`config.mk`:
```
export PLATFORM = sky130hd
export DESIGN_NAME = key_conditioner
export DESIGN_NICKNAME = d
export VERILOG_FILES = /design/src/rtl/key_cond_pkg.sv /design/src/rtl/key_debounce.sv /design/src/rtl/key_conditioner.sv
export SDC_FILE = /design/constraint.sdc
export NUM_CORES = 1
export LEC_CHECK = 0
export ABC_AREA = 1
export BUFFER_PORTS_ARGS = -buffer_cell sky130_fd_sc_hd__buf_2
export CORE_MARGIN = 2
export CORE_UTILIZATION = 55
export DETAILED_ROUTE_END_ITERATION = 7
export PLACE_DENSITY = 0.73
export SLEW_MARGIN = 30
export SYNTH_ARGS = -nofsm -noshare
export SYNTH_HDL_FRONTEND = slang
export SYNTH_SLANG_ARGS = --single-unit
```
`constraint.sdc`:
```
create_clock -name CLOCK_50 -period 2.2 [get_ports CLOCK_50]
set_input_delay 0.33 -clock CLOCK_50 [delete_from_list [all_inputs] [get_ports CLOCK_50]]
set_output_delay 0.33 -clock CLOCK_50 [all_outputs]
set_load 0.005 [all_outputs]
```
`src/rtl/key_cond_pkg.sv`:
```
// Shared types and default constants for the push-button conditioning path.
package key_cond_pkg;

    // Per-key debounce FSM states
    typedef enum logic [1:0] {
        KS_UP       = 2'd0,
        KS_CHK_DOWN = 2'd1,
        KS_DOWN     = 2'd2,
        KS_CHK_UP   = 2'd3
    } key_state_t;

    localparam int unsigned NUM_KEYS_DEFAULT        = 3;
    localparam int unsigned DEBOUNCE_CYCLES_DEFAULT = 1_000_000;  // 20 ms at 50 MHz
    localparam int unsigned COUNT_W_DEFAULT         = 4;          // one hex digit

endpackage

```
`src/rtl/key_debounce.sv`:
```
// One push-button channel: 2-FF synchronizer, debounce FSM, press/release pulses.
// Ports:
//   CLOCK_50      in   clock
//   KEY0          in   synchronous reset, active-low
//   key_n_in      in   raw key pin, active-low, asynchronous
//   pressed       out  debounced level, 1 = held down
//   press_pulse   out  1-cycle pulse on accepted press
//   release_pulse out  1-cycle pulse on accepted release
//   press_pulse_c out  combinational next value of press_pulse (lets the parent
//                      update counters on the same edge that registers the pulse)
module key_debounce
    import key_cond_pkg::*;
#(
    parameter int unsigned DEBOUNCE_CYCLES = DEBOUNCE_CYCLES_DEFAULT
) (
    input  logic CLOCK_50,
    input  logic KEY0,
    input  logic key_n_in,
    output logic pressed,
    output logic press_pulse,
    output logic release_pulse,
    output logic press_pulse_c
);

    localparam int unsigned CNT_W = $clog2(DEBOUNCE_CYCLES);
    localparam logic [CNT_W-1:0] CNT_LAST = CNT_W'(DEBOUNCE_CYCLES - 1);

    logic [1:0]       sync_q;
    logic             key_s;
    key_state_t       state_q, state_d;
    logic [CNT_W-1:0] cnt_q, cnt_d;
    logic             pressed_d, release_d;

    // Synchronizer resets to the released level (pin high)
    always_ff @(posedge CLOCK_50) begin
        if (!KEY0) sync_q <= 2'b11;
        else       sync_q <= {sync_q[0], key_n_in};
    end

    assign key_s = ~sync_q[1];

    // State register
    always_ff @(posedge CLOCK_50) begin
        if (!KEY0) begin
            state_q       <= KS_UP;
            cnt_q         <= '0;
            pressed       <= 1'b0;
            press_pulse   <= 1'b0;
            release_pulse <= 1'b0;
        end else begin
            state_q       <= state_d;
            cnt_q         <= cnt_d;
            pressed       <= pressed_d;
            press_pulse   <= press_pulse_c;
            release_pulse <= release_d;
        end
    end

    // Next-state: a new level is accepted only after DEBOUNCE_CYCLES consecutive samples
    always_comb begin
        state_d       = state_q;
        cnt_d         = cnt_q;
        pressed_d     = pressed;
        press_pulse_c = 1'b0;
        release_d     = 1'b0;
        case (state_q)
            KS_UP: begin
                if (key_s) begin
                    state_d = KS_CHK_DOWN;
                    cnt_d   = CNT_W'(1);
                end
            end
            KS_CHK_DOWN: begin
                if (!key_s) begin
                    state_d = KS_UP;
                    cnt_d   = '0;
                end else if (cnt_q == CNT_LAST) begin
                    state_d       = KS_DOWN;
                    cnt_d         = '0;
                    pressed_d     = 1'b1;
                    press_pulse_c = 1'b1;
                end else begin
                    cnt_d = cnt_q + CNT_W'(1);
                end
            end
            KS_DOWN: begin
                if (!key_s) begin
                    state_d = KS_CHK_UP;
                    cnt_d   = CNT_W'(1);
                end
            end
            KS_CHK_UP: begin
                if (key_s) begin
                    state_d = KS_DOWN;
                    cnt_d   = '0;
                end else if (cnt_q == CNT_LAST) begin
                    state_d   = KS_UP;
                    cnt_d     = '0;
                    pressed_d = 1'b0;
                    release_d = 1'b1;
                end else begin
                    cnt_d = cnt_q + CNT_W'(1);
                end
            end
            default: begin
                state_d = KS_UP;
                cnt_d   = '0;
            end
        endcase
    end

endmodule

```
`src/rtl/key_conditioner.sv`:
```
// Conditions active-low push-buttons into clean synchronous events and
// wrapping per-key press counters for the seven-segment display path.
// Ports:
//   CLOCK_50      in   clock
//   KEY0          in   synchronous reset, active-low
//   key_n_in      in   raw key pins, active-low, asynchronous
//   clr_counts    in   synchronous clear of all press counters
//   pressed       out  debounced levels, 1 = held down
//   press_pulse   out  1-cycle pulses on accepted presses
//   release_pulse out  1-cycle pulses on accepted releases
//   press_count   out  key i count at [i*COUNT_W +: COUNT_W]
//   any_press     out  OR of press_pulse
module key_conditioner
    import key_cond_pkg::*;
#(
    parameter int unsigned NUM_KEYS        = NUM_KEYS_DEFAULT,
    parameter int unsigned DEBOUNCE_CYCLES = DEBOUNCE_CYCLES_DEFAULT,
    parameter int unsigned COUNT_W         = COUNT_W_DEFAULT
) (
    input  logic                          CLOCK_50,
    input  logic                          KEY0,
    input  logic [NUM_KEYS-1:0]           key_n_in,
    input  logic                          clr_counts,
    output logic [NUM_KEYS-1:0]           pressed,
    output logic [NUM_KEYS-1:0]           press_pulse,
    output logic [NUM_KEYS-1:0]           release_pulse,
    output logic [NUM_KEYS*COUNT_W-1:0]   press_count,
    output logic                          any_press
);

    logic [NUM_KEYS-1:0] press_next_c;

    for (genvar i = 0; i < NUM_KEYS; i++) begin : g_key
        logic [COUNT_W-1:0] count_q;

        key_debounce #(
            .DEBOUNCE_CYCLES(DEBOUNCE_CYCLES)
        ) u_deb (
            .CLOCK_50      (CLOCK_50),
            .KEY0          (KEY0),
            .key_n_in      (key_n_in[i]),
            .pressed       (pressed[i]),
            .press_pulse   (press_pulse[i]),
            .release_pulse (release_pulse[i]),
            .press_pulse_c (press_next_c[i])
        );

        // Wrapping press counter; clear wins over a same-edge increment
        always_ff @(posedge CLOCK_50) begin
            if (!KEY0)              count_q <= '0;
            else if (clr_counts)    count_q <= '0;
            else if (press_next_c[i]) count_q <= count_q + COUNT_W'(1);
        end

        assign press_count[i*COUNT_W +: COUNT_W] = count_q;
    end

    // Registered alongside press_pulse so both assert in the same cycle
    always_ff @(posedge CLOCK_50) begin
        if (!KEY0) any_press <= 1'b0;
        else       any_press <= |press_next_c;
    end

endmodule
```
==> reports/summary.txt <==
share of cells above drive strength 1 = 9.418%
Crit. Startpoint = g_key[1].u_deb.cnt_q[0]
CTS Buf Count = 9
Post-DP HPWL = 8.334 mm
Antenna Nets Post-Route = 0
GR Util All Layers = 23.44%
Remaining Overflow, GRT = 0
Post-Syn Nets = 802
Clock Latency Late Sink = 370 ps
CP dominant cell by count = inv_1
first-pass GRT wire length = 19.51 mm
fin crit period = 1808 ps
maximum vdd drop = 0.3265 mV
worst r2r src = g_key[1].u_deb.cnt_q[0]
Slew Viols, Final = 0
area of the mapped netlist = 5151 sq um
Most used DFF post-synth = dfxtp_1
Vias = 4,919
crit start category = register
Die H = 100.8 um
Seq/Total Area, Yosys = 36.53%
Root Driver = clkbuf_8
Clock transition at path regs = 110 ps
number of synthesized flops with an enable pin = 0
Pre-antenna DRT Iters = 5
PostCTS Resize Cnt = 0
pre-CTS WS = 448.2 ps
vias per cell = 5.358
Port Buffer Count = 27
HP Class = in -> reg
DRC viols = 0
Final Instance Area = 5482 sq um
power density over the cells = 571.3 nW/um^2
fillers = 884
crit path cell chain = ha_1 > inv_1 > nor3_2 > nand4_1 > inv_1 > nand2_1 > a21oi_1
Placer Congestion = 0.9138
number of synthesized register bits = 94
YS warnings = 0
Max Cap Viol = 0
CP Data Required Time = 2510 ps
Worst Slack Setup Final = 391.5 ps
slew of the pin with the lowest slew margin = 508.2 ps
FFs w/ async S/R, synth = 0%
synthesis-to-finish area growth = 6.412%
core area = 9153 sq um
slowest CP cell = dfxtp_1
Fmax achieved = 0.5530 GHz
Netlist cell types = 41
Antenna diodes = 0
TritonCTS Sinks = 94
die area = 10,160 sq um
cts hold-fix bufs = 0
final hold violations = 0
Cell Area, Placed = 5284 sq um
number of global-route vias before repair = 4,433
initial antenna violation count = 0
Initial DRC Count = 240
Die Span X = 100.8 um
Period Utilization, post-route = 82.20%
post-CTS setup buffer count = 0
num rows = 35
pin count of the biggest net entering global routing = 39
Synth Instances = 790
total power = 3.131 mW
worst clock skew = 15.74 ps
status = complete, no violations
hold path startpoint = key_n_in[2]
# setup viols final = 0
Starting Density = 56.28%
wire per inst = 12.40 um
Rel. slew slack = 65.91%
TNS Setup = 0 ps
critical path class = reg -> reg
CTS tree = done
num ports = 28
RSZ-0062 raised after global routing = no
Worst EP arrival = 2110 ps
P_leak = 2.133 nW
CTS max path bufs = 2
Syn Area/Cell = 6.520 sq um
maximum fanout along the worst path = 7
final WL = 11.38 mm
Final #Nets = 814
largest stage delay on the critical path = 390 ps
critical path capture point type = register
CTS H-Tree Depth = 3
-- cell type report --
cell class                      count  area (sq um)  area share [%]
Clock buffer                        9         123.9           2.260
Timing Repair Buffer               30         170.2           3.104
Tap cell                          111         138.9           2.534
Clock inverter                      7         73.82           1.347
Inverter                           94         355.3           6.483
Multi-Input combinational cell    573          2738           49.94
Sequential cell                    94          1882           34.33
-- worst max-delay path: cells and delay by family, from the launching register on --
family	cells	cell delay, ps
and+or+nand+nor	3	740
DFF	1	390
buffers and inverters	2	290
adders and majority gates	1	200
AOI/OAI and AO/OA	1	130
-- cell usage in the layout (no fill, tap or decap), types with 7 or more instances in the layout --
master,instances
clkbuf_8,9
xor2_1,10
o21ai_0,34
nor2_1,95
inv_1,88
nor3_1,15
or2_2,8
buf_2,27
a21oi_1,57
nand4_1,14
xnor2_1,7
nand3_1,74
dfxtp_1,94
nand2_1,216
-- flip-flops by register name, summed over array words and instances (netlist names), named ones only --
register and cells:
g_key.u_deb.pressed 3, g_key.u_deb.state_q 3, g_key.u_deb.cnt_q 60, g_key.count_q 12
g_key.u_deb.release_pulse 3, g_key.u_deb.sync_q 6, any_press 1, g_key.u_deb.press_pulse 3
-- through the flow --
| step | hold slack [ps] | util, % | std cells |
|---|---|---|---|
| finish | 142.4 | 59.89 | 918 |
| global route | 122.4 | 59.89 | 918 |
| CTS | 126.9 | 59.89 | 918 |
| detailed placement | 397.7 | 57.73 | 902 |
| global placement | 394.1 | 57.73 | 902 |
| floorplan | 392.5 | - | 790 |
-- path summary, 6_finish.rpt --
kind / endpoint / slack (ps) / cells after the start
worst max-delay path: g_key[1].count_q[3] / 390 / 7
worst min register to register: g_key[1].u_deb.sync_q[1] / 420 / 1
worst max register to register: g_key[1].count_q[3] / 390 / 7
worst min-delay path: g_key[2].u_deb.sync_q[0] / 140 / 2
-- cells in the mapped netlist, types with 2 or more instances --
master / number / area share (%)
a21oi_1: 57 / 5.5
buf_2: 7 / 0.68
buf_4: 9 / 1.3
buf_6: 3 / 0.66
clkbuf_1: 7 / 0.51
clkbuf_2: 2 / 0.19
clkinv_1: 2 / 0.15
dfxtp_1: 94 / 37
ha_1: 6 / 1.5
inv_1: 88 / 6.4
inv_2: 3 / 0.22
nand2_1: 216 / 16
nand2_2: 3 / 0.36
nand3_1: 74 / 7.2
nand3_2: 4 / 0.78
nand3b_1: 2 / 0.29
nand4_1: 14 / 1.7
nor2_1: 95 / 6.9
nor2_2: 3 / 0.36
nor3_1: 15 / 1.5
nor3_4: 2 / 0.63
nor4_1: 2 / 0.24
o21ai_0: 34 / 3.3
o21bai_1: 4 / 0.58
o22ai_1: 6 / 0.73
or2_2: 8 / 0.97
xnor2_1: 7 / 1.2
xor2_1: 10 / 1.7
-- logic make-up (layout without fill, tap and decap cells) --
| kind of cell | count (synthesis) | count (layout) | share of synthesized area (%) |
|---|---|---|---|
| AND/OR/NAND/NOR | 443 | 443 | 37.75 |
| flip-flops | 94 | 94 | 36.53 |
| adder cells (fa/ha/maj) | 6 | 6 | 1.457 |
| AO/OA/AOI/OAI | 107 | 107 | 11.05 |
| buffers and inverters | 123 | 140 | 10.32 |
| XOR/XNOR | 17 | 17 | 2.890 |
-- power breakdown --
part | internal [mW] | switching (mW) | leakage, nW
clock network | 0.451 | 0.698 | 0.101
registers | 1.73 | 0.0226 | 0.760
logic | 0.0600 | 0.173 | 1.27
-- layer usage --
layer / track usage [%] / share of wire, % / wire, um
met5: 0 / 0 / 0
met4: 8.219 / 0.84 / 96
met3: 3.467 / 4.7 / 535
met2: 37.95 / 46 / 5284
met1: 31.92 / 48 / 5467
Power figures use the tool's default switching activity.
